===== src/rtl/vga_timing_gen.sv =====
// 640x480@60 Hz raster generator: pixel counters, registered sync/colour aligned one clock
// behind pixel_x/pixel_y, and a once-per-frame vblank tick with a wrapping frame counter.
module vga_timing_gen #(
  parameter int unsigned H_VISIBLE = 640,
  parameter int unsigned H_FP      = 16,
  parameter int unsigned H_SYNC    = 96,
  parameter int unsigned H_BP      = 48,
  parameter int unsigned V_VISIBLE = 480,
  parameter int unsigned V_FP      = 10,
  parameter int unsigned V_SYNC    = 2,
  parameter int unsigned V_BP      = 33
) (
  input  logic        clk_25MHz,
  input  logic        rst,
  input  logic [11:0] pixel_rgb,
  output logic [9:0]  pixel_x,
  output logic [9:0]  pixel_y,
  output logic        video_on,
  output logic        hsync_n,
  output logic        vsync_n,
  output logic [11:0] vga_rgb,
  output logic        vblank_tick,
  output logic [7:0]  frame_cnt
);

  localparam int unsigned H_TOTAL = H_VISIBLE + H_FP + H_SYNC + H_BP;
  localparam int unsigned V_TOTAL = V_VISIBLE + V_FP + V_SYNC + V_BP;

  localparam logic [9:0] HLast    = 10'(H_TOTAL - 1);
  localparam logic [9:0] VLast    = 10'(V_TOTAL - 1);
  localparam logic [9:0] HVis     = 10'(H_VISIBLE);
  localparam logic [9:0] VVis     = 10'(V_VISIBLE);
  localparam logic [9:0] VVisLast = 10'(V_VISIBLE - 1);
  localparam logic [9:0] HsFirst  = 10'(H_VISIBLE + H_FP);
  localparam logic [9:0] HsLast   = 10'(H_VISIBLE + H_FP + H_SYNC - 1);
  localparam logic [9:0] VsFirst  = 10'(V_VISIBLE + V_FP);
  localparam logic [9:0] VsLast   = 10'(V_VISIBLE + V_FP + V_SYNC - 1);

  logic [9:0]  h_cnt_q, h_cnt_d;
  logic [9:0]  v_cnt_q, v_cnt_d;
  logic        hsync_n_q, hsync_n_d;
  logic        vsync_n_q, vsync_n_d;
  logic [11:0] vga_rgb_q, vga_rgb_d;
  logic        vblank_tick_q, vblank_tick_d;
  logic [7:0]  frame_cnt_q;

  always_comb begin
    h_cnt_d = h_cnt_q + 10'd1;
    v_cnt_d = v_cnt_q;
    if (h_cnt_q == HLast) begin
      h_cnt_d = 10'd0;
      v_cnt_d = (v_cnt_q == VLast) ? 10'd0 : v_cnt_q + 10'd1;
    end
  end

  always_comb begin
    video_on      = (h_cnt_q < HVis) && (v_cnt_q < VVis) && !rst;
    hsync_n_d     = !((h_cnt_q >= HsFirst) && (h_cnt_q <= HsLast));
    vsync_n_d     = !((v_cnt_q >= VsFirst) && (v_cnt_q <= VsLast));
    vga_rgb_d     = video_on ? pixel_rgb : 12'h000;
    // Fires only on the last-visible-line wrap, never on the end-of-frame wrap.
    vblank_tick_d = (h_cnt_q == HLast) && (v_cnt_q == VVisLast);
  end

  always_ff @(posedge clk_25MHz or posedge rst) begin
    if (rst) begin
      h_cnt_q       <= 10'd0;
      v_cnt_q       <= 10'd0;
      hsync_n_q     <= 1'b1;
      vsync_n_q     <= 1'b1;
      vga_rgb_q     <= 12'h000;
      vblank_tick_q <= 1'b0;
      frame_cnt_q   <= 8'd0;
    end else begin
      h_cnt_q       <= h_cnt_d;
      v_cnt_q       <= v_cnt_d;
      hsync_n_q     <= hsync_n_d;
      vsync_n_q     <= vsync_n_d;
      vga_rgb_q     <= vga_rgb_d;
      vblank_tick_q <= vblank_tick_d;
      if (vblank_tick_d) begin
        frame_cnt_q <= frame_cnt_q + 8'd1;
      end
    end
  end

  assign pixel_x     = h_cnt_q;
  assign pixel_y     = v_cnt_q;
  assign hsync_n     = hsync_n_q;
  assign vsync_n     = vsync_n_q;
  assign vga_rgb     = vga_rgb_q;
  assign vblank_tick = vblank_tick_q;
  assign frame_cnt   = frame_cnt_q;

endmodule


===== config.mk =====
export PLATFORM = sky130hd
export DESIGN_NAME = vga_timing_gen
export DESIGN_NICKNAME = d
export VERILOG_FILES = /design/src/rtl/vga_timing_gen.sv
export SDC_FILE = /design/constraint.sdc
export NUM_CORES = 1
export LEC_CHECK = 0
export CAP_MARGIN = 0
export CORE_UTILIZATION = 46
export CTS_CLUSTER_DIAMETER = 60
export DETAILED_ROUTE_END_ITERATION = 7
export PLACE_DENSITY = 0.83
export SKIP_CTS_REPAIR_TIMING = 1
export SLEW_MARGIN = 5
export SYNTH_ARGS = -nofsm -noshare
export SYNTH_HDL_FRONTEND = slang
export SYNTH_SLANG_ARGS = --single-unit

===== constraint.sdc =====
create_clock -name clk_25MHz -period 2.85 [get_ports clk_25MHz]
set_input_delay 0.57 -clock clk_25MHz [delete_from_list [all_inputs] [get_ports clk_25MHz]]
set_output_delay 0.57 -clock clk_25MHz [all_outputs]
set_load 0.1 [all_outputs]

After elaboration in Yosys (flattened, before gate mapping). Cells that the tools add are included.

Add/sub/neg operators: 3. Equal/unequal tests: 3. Multiplexer cells: 3. Reduce and logical (&&, ||, !) cells: 8. Order comparisons: 6.

Operator list (count): 10-bit by 1-bit adder with 10-bit output, second input constant (2); 10-bit == test, second input constant (2); 10-bit two-way mux (2); 12-bit two-way mux (1); 10-bit by 9-bit == test with 1-bit output, second input constant (1); 10-bit greater-or-equal comparator, second input constant (1); 10-bit by 9-bit greater-or-equal comparator with 1-bit output, second input constant (1); 10-bit less-or-equal comparator, second input constant (1); 10-bit by 9-bit less-or-equal comparator with 1-bit output, second input constant (1); 10-bit less-than comparator, second input constant (1); 10-bit by 9-bit less-than comparator with 1-bit output, second input constant (1); 8-bit by 1-bit adder with 8-bit output, second input constant (1); 1-bit logical AND (5); 1-bit zero test (3).

Bits in registers: 43.

Longest topological paths before layout.
Depth after elaboration: 4. Depth in mapped cells: 8. Mapped depth without buffers: 7.

Least setup slack after synthesis. No wires, ideal clock.

Path kind: reg-to-output. Start: register v_cnt_q[5] (netlist: pixel_y[5]). End: output port video_on. Stages on the path, launching flop included: 5. Arrival: 2501 ps. Path slack: -221 ps. Buffers on the path: 1. Path through: dfrtp_1 -> nand2_1 -> nor2_1 -> nor4b_1 -> clkbuf_1.

Word-level cells in the longest chain between the ends: 3.

Ends and longest elaborated chain: start, declared (line 40) `logic [9:0] v_cnt_q, v_cnt_d;`; start signal, assigned (line 76) `v_cnt_q <= v_cnt_d;`; 10-bit by 9-bit less-than comparator with 1-bit output (line 57) `video_on = (h_cnt_q < HVis) && (v_cnt_q < VVis) && !rst;`; 1-bit logical AND (2 in a row) (line 57); end, declared (line 18) `output logic video_on,`.

Every way passes these cells.

Worst setup path in the final report.
Start: register h_cnt_q[7] (netlist: pixel_x[7]). End: output port video_on.

Word-level cells in the longest chain between the ends: 3.

Ends and longest elaborated chain: start, declared (line 39) `logic [9:0] h_cnt_q, h_cnt_d;`; start signal, assigned (line 75) `h_cnt_q <= h_cnt_d;`; 10-bit less-than comparator (line 57); 1-bit logical AND (2 in a row) (line 57).

Every way passes these cells.

==> impl_metrics.toml <==
[power]
clkPwrFrac_pct = 33.6
p_comb_share_pct = 11.6
sequentialPowerShare_pct = 54.9
power_leakage_nw = 1.215
swShare_pct = 26.89
peakVddDrop_v = 0.0002787
switching_power_uw = 304.2
p_int_uw = 826.8
powerDensity_mw_per_mm2 = 445.9

[placed_design]
dp_hpwl_um = 2700
port_buffers = 57
gp_congestion = 0.7936

[synth]
synth_cells = 162
synth-seq-area-share_pct = 56.71
async_flop_share_pct = 100.0
synth-edff-count = 0
synth.distinct_cells = 36
synth_area_sq_mm = 0.001902
yosysTopAreaCellShare_pct = 53.95
synth-main-ff-cell = "dfrtp_1"
synth.avg_cell_area_sq_um = 11.74
synth_seq_cells = 43
ys_top_cells_by_area = "dfrtp_1, xnor2_1, and2_1"
synth_fp_nets = 181
synth_top_area_cell = "dfrtp_1"
synth_warnings = 0

[layout]
fill_cells = 317
final_util_pct = 63.86
final_common_cell = "buf_4"
num-nets-final = 244
layout-drive-gt1-share_pct = 30.53
diodes = 0
layout_common_cells = "buf_4, dfrtp_1, clkdlybuf4s50_1, and2_1"
syn2layout_area_growth_pct = 33.36

[global_routing]
grt_first_pass_wirelength_um = 6058
gr-usage-all-layers_pct = 18.64
grt_pass1_vias = 1301
antenna_found_initial = 0
grt_max_degree = 32
grt-ovfl-total = 0

[timing]
min_period_over_period_pct = 81.87
hold_viol = 0
fin_setup_tns_ns = 0
slew_violations = 0
setup_viol = 0
slew_headroom_pct = 52.75
rsz0062_at_grt = "no"
fmax_mhz = 428.6
worst_pin_slew_ns = 0.7022
min_period_ns = 2.333
clock-skew-final_ns = 0.007319

[critical_path]
worst-path-max-fanout = 13
max_stage_delay_ns = 0.48
setup.worst_path.end_class = "output port"
path_cells = "o21ai_0, nor4b_1, buf_4, buf_12"
crit_path_top_delay_cell = "dfrtp_1"
cp-start-kind = "flip-flop"
worstSetupPathType = "flip-flop to output port"
worst_path_dominant_cell_family = "flip-flops"
crit_buf_inv = 2
cp_data_arrival_time_ns = 1.76
worstPathRequired_ns = 2.28

[routing]
route.detailed.drc = 0
drt_wl_total_um = 3824
first_iter_violations = 76
vias = 1414
viasPerCell = 5.123
wl_per_cell_um = 13.86
first_pass_iters = 4
ant_nets = 0

[run]
drv_cap = 0

[die]
design.die.area_sq_mm = 0.004396
start_util_pct = 47.89
io_pins = 58
die_w_um = 66.30
fp.coreArea_sq_mm = 0.003971
die_h_um = 66.30
rows = 23

[clocking]
cts.clk_slew.worst_paths_ns = 0.08
clockRootBuffer = "clkbuf_8"
clkLatencyLatePin_ns = 0.30
cts_tree = "yes"
clock_sinks = 43
cts_made_buffers = 5
cts_max_level = 2
clockBufferDepth = 2

[status]
status = "finished, final reports clean"

[min_path]
worstHoldPathType = "flip-flop to flip-flop"
-- flip-flops by register name (all words and copies together), names as in the netlist --
| register | count |
|---|---|
| vsync_n | 1 |
| frame_cnt | 8 |
| vga_rgb | 12 |
| hsync_n | 1 |
| vblank_tick | 1 |
| pixel_y | 10 |
| pixel_x | 10 |
-- metal layers --
metal / share of wire [%] / GRT usage [%] / vias to the layer above
met3: 3.6 / 4.310 / 7
met2: 50 / 29.34 / 36
li1: - / - / 687
met4: 1.7 / 8.511 / 0
met5: 0 / 0 / -
met1: 44 / 24.23 / 684
-- path summary, 6_finish.rpt --
kind	start	endpoint	slack [ns]	depth (start not counted)
min	frame_cnt[7]	frame_cnt[7]	0.48	1
min in group asynchronous	rst	vga_rgb[11]	0.64	2
max reg2reg	pixel_x[5]	frame_cnt[1]	0.72	4
max	pixel_x[7]	video_on	0.52	4
max in group asynchronous	rst	vsync_n	1.58	3
min reg2reg	frame_cnt[7]	frame_cnt[7]	0.48	1
-- cells by family after synthesis --
| logic type | count (synthesis) | synth area share, % |
|---|---|---|
| XOR/XNOR | 18 | 8.289 |
| multiplexers | 2 | 1.184 |
| adder cells (fa/ha/maj) | 5 | 3.289 |
| flip-flops | 43 | 56.71 |
| AO/OA/AOI/OAI | 13 | 4.408 |
| buffers and inverters | 10 | 2.105 |
| AND/OR/NAND/NOR | 71 | 24.01 |
-- final cells by class --
class / count / area (sq um) / share of cell area [%]
Sequential cell: 43 / 1079 / 42.53
Clock inverter: 2 / 12.51 / 0.4933
Tap cell: 50 / 62.56 / 2.467
Inverter: 7 / 26.28 / 1.036
Multi-Input combinational cell: 109 / 783.3 / 30.88
Timing Repair Buffer: 59 / 500.5 / 19.73
Clock buffer: 6 / 72.57 / 2.861
-- power by group through the flow --
stage               registers [mW]  clock network [mW]  logic (mW)
global placement             0.632                   0       0.131
CTS                          0.620               0.389       0.132
detailed placement           0.633                   0       0.132
global route                 0.621               0.410       0.137
finish                       0.620               0.380       0.131
floorplan                    0.697                   0      0.0221
-- stage by stage --
step	setup WS [ns]	hold WS [ns]	power [mW]	cell area, sq um	cells
6_report	0.5168	0.4780	1.131	2536	276
5_1_grt	0.3450	0.5047	1.169	2536	276
4_1_cts	0.4909	0.4870	1.142	2536	276
3_5_place_dp	0.5772	0.4748	0.7647	2451	268
3_3_place_gp	0.6001	0.4615	0.7633	2451	268
2_1_floorplan	0.1149	0.6986	0.7195	1903	162
-- Yosys cell counts (2+ instances only) --
cell type / count
dfrtp_1: 41
and2_1: 12
nand2_1: 11
xnor2_1: 11
nor2_1: 9
nand3_1: 8
nand4_1: 8
inv_1: 7
xor2_1: 7
o21ai_0: 6
ha_1: 5
and3_2: 4
nor3_1: 4
and4_1: 3
a21oi_1: 2
dfstp_2: 2
mux2_2: 2
nor4b_1: 2
Power figures use the tool's default switching activity.
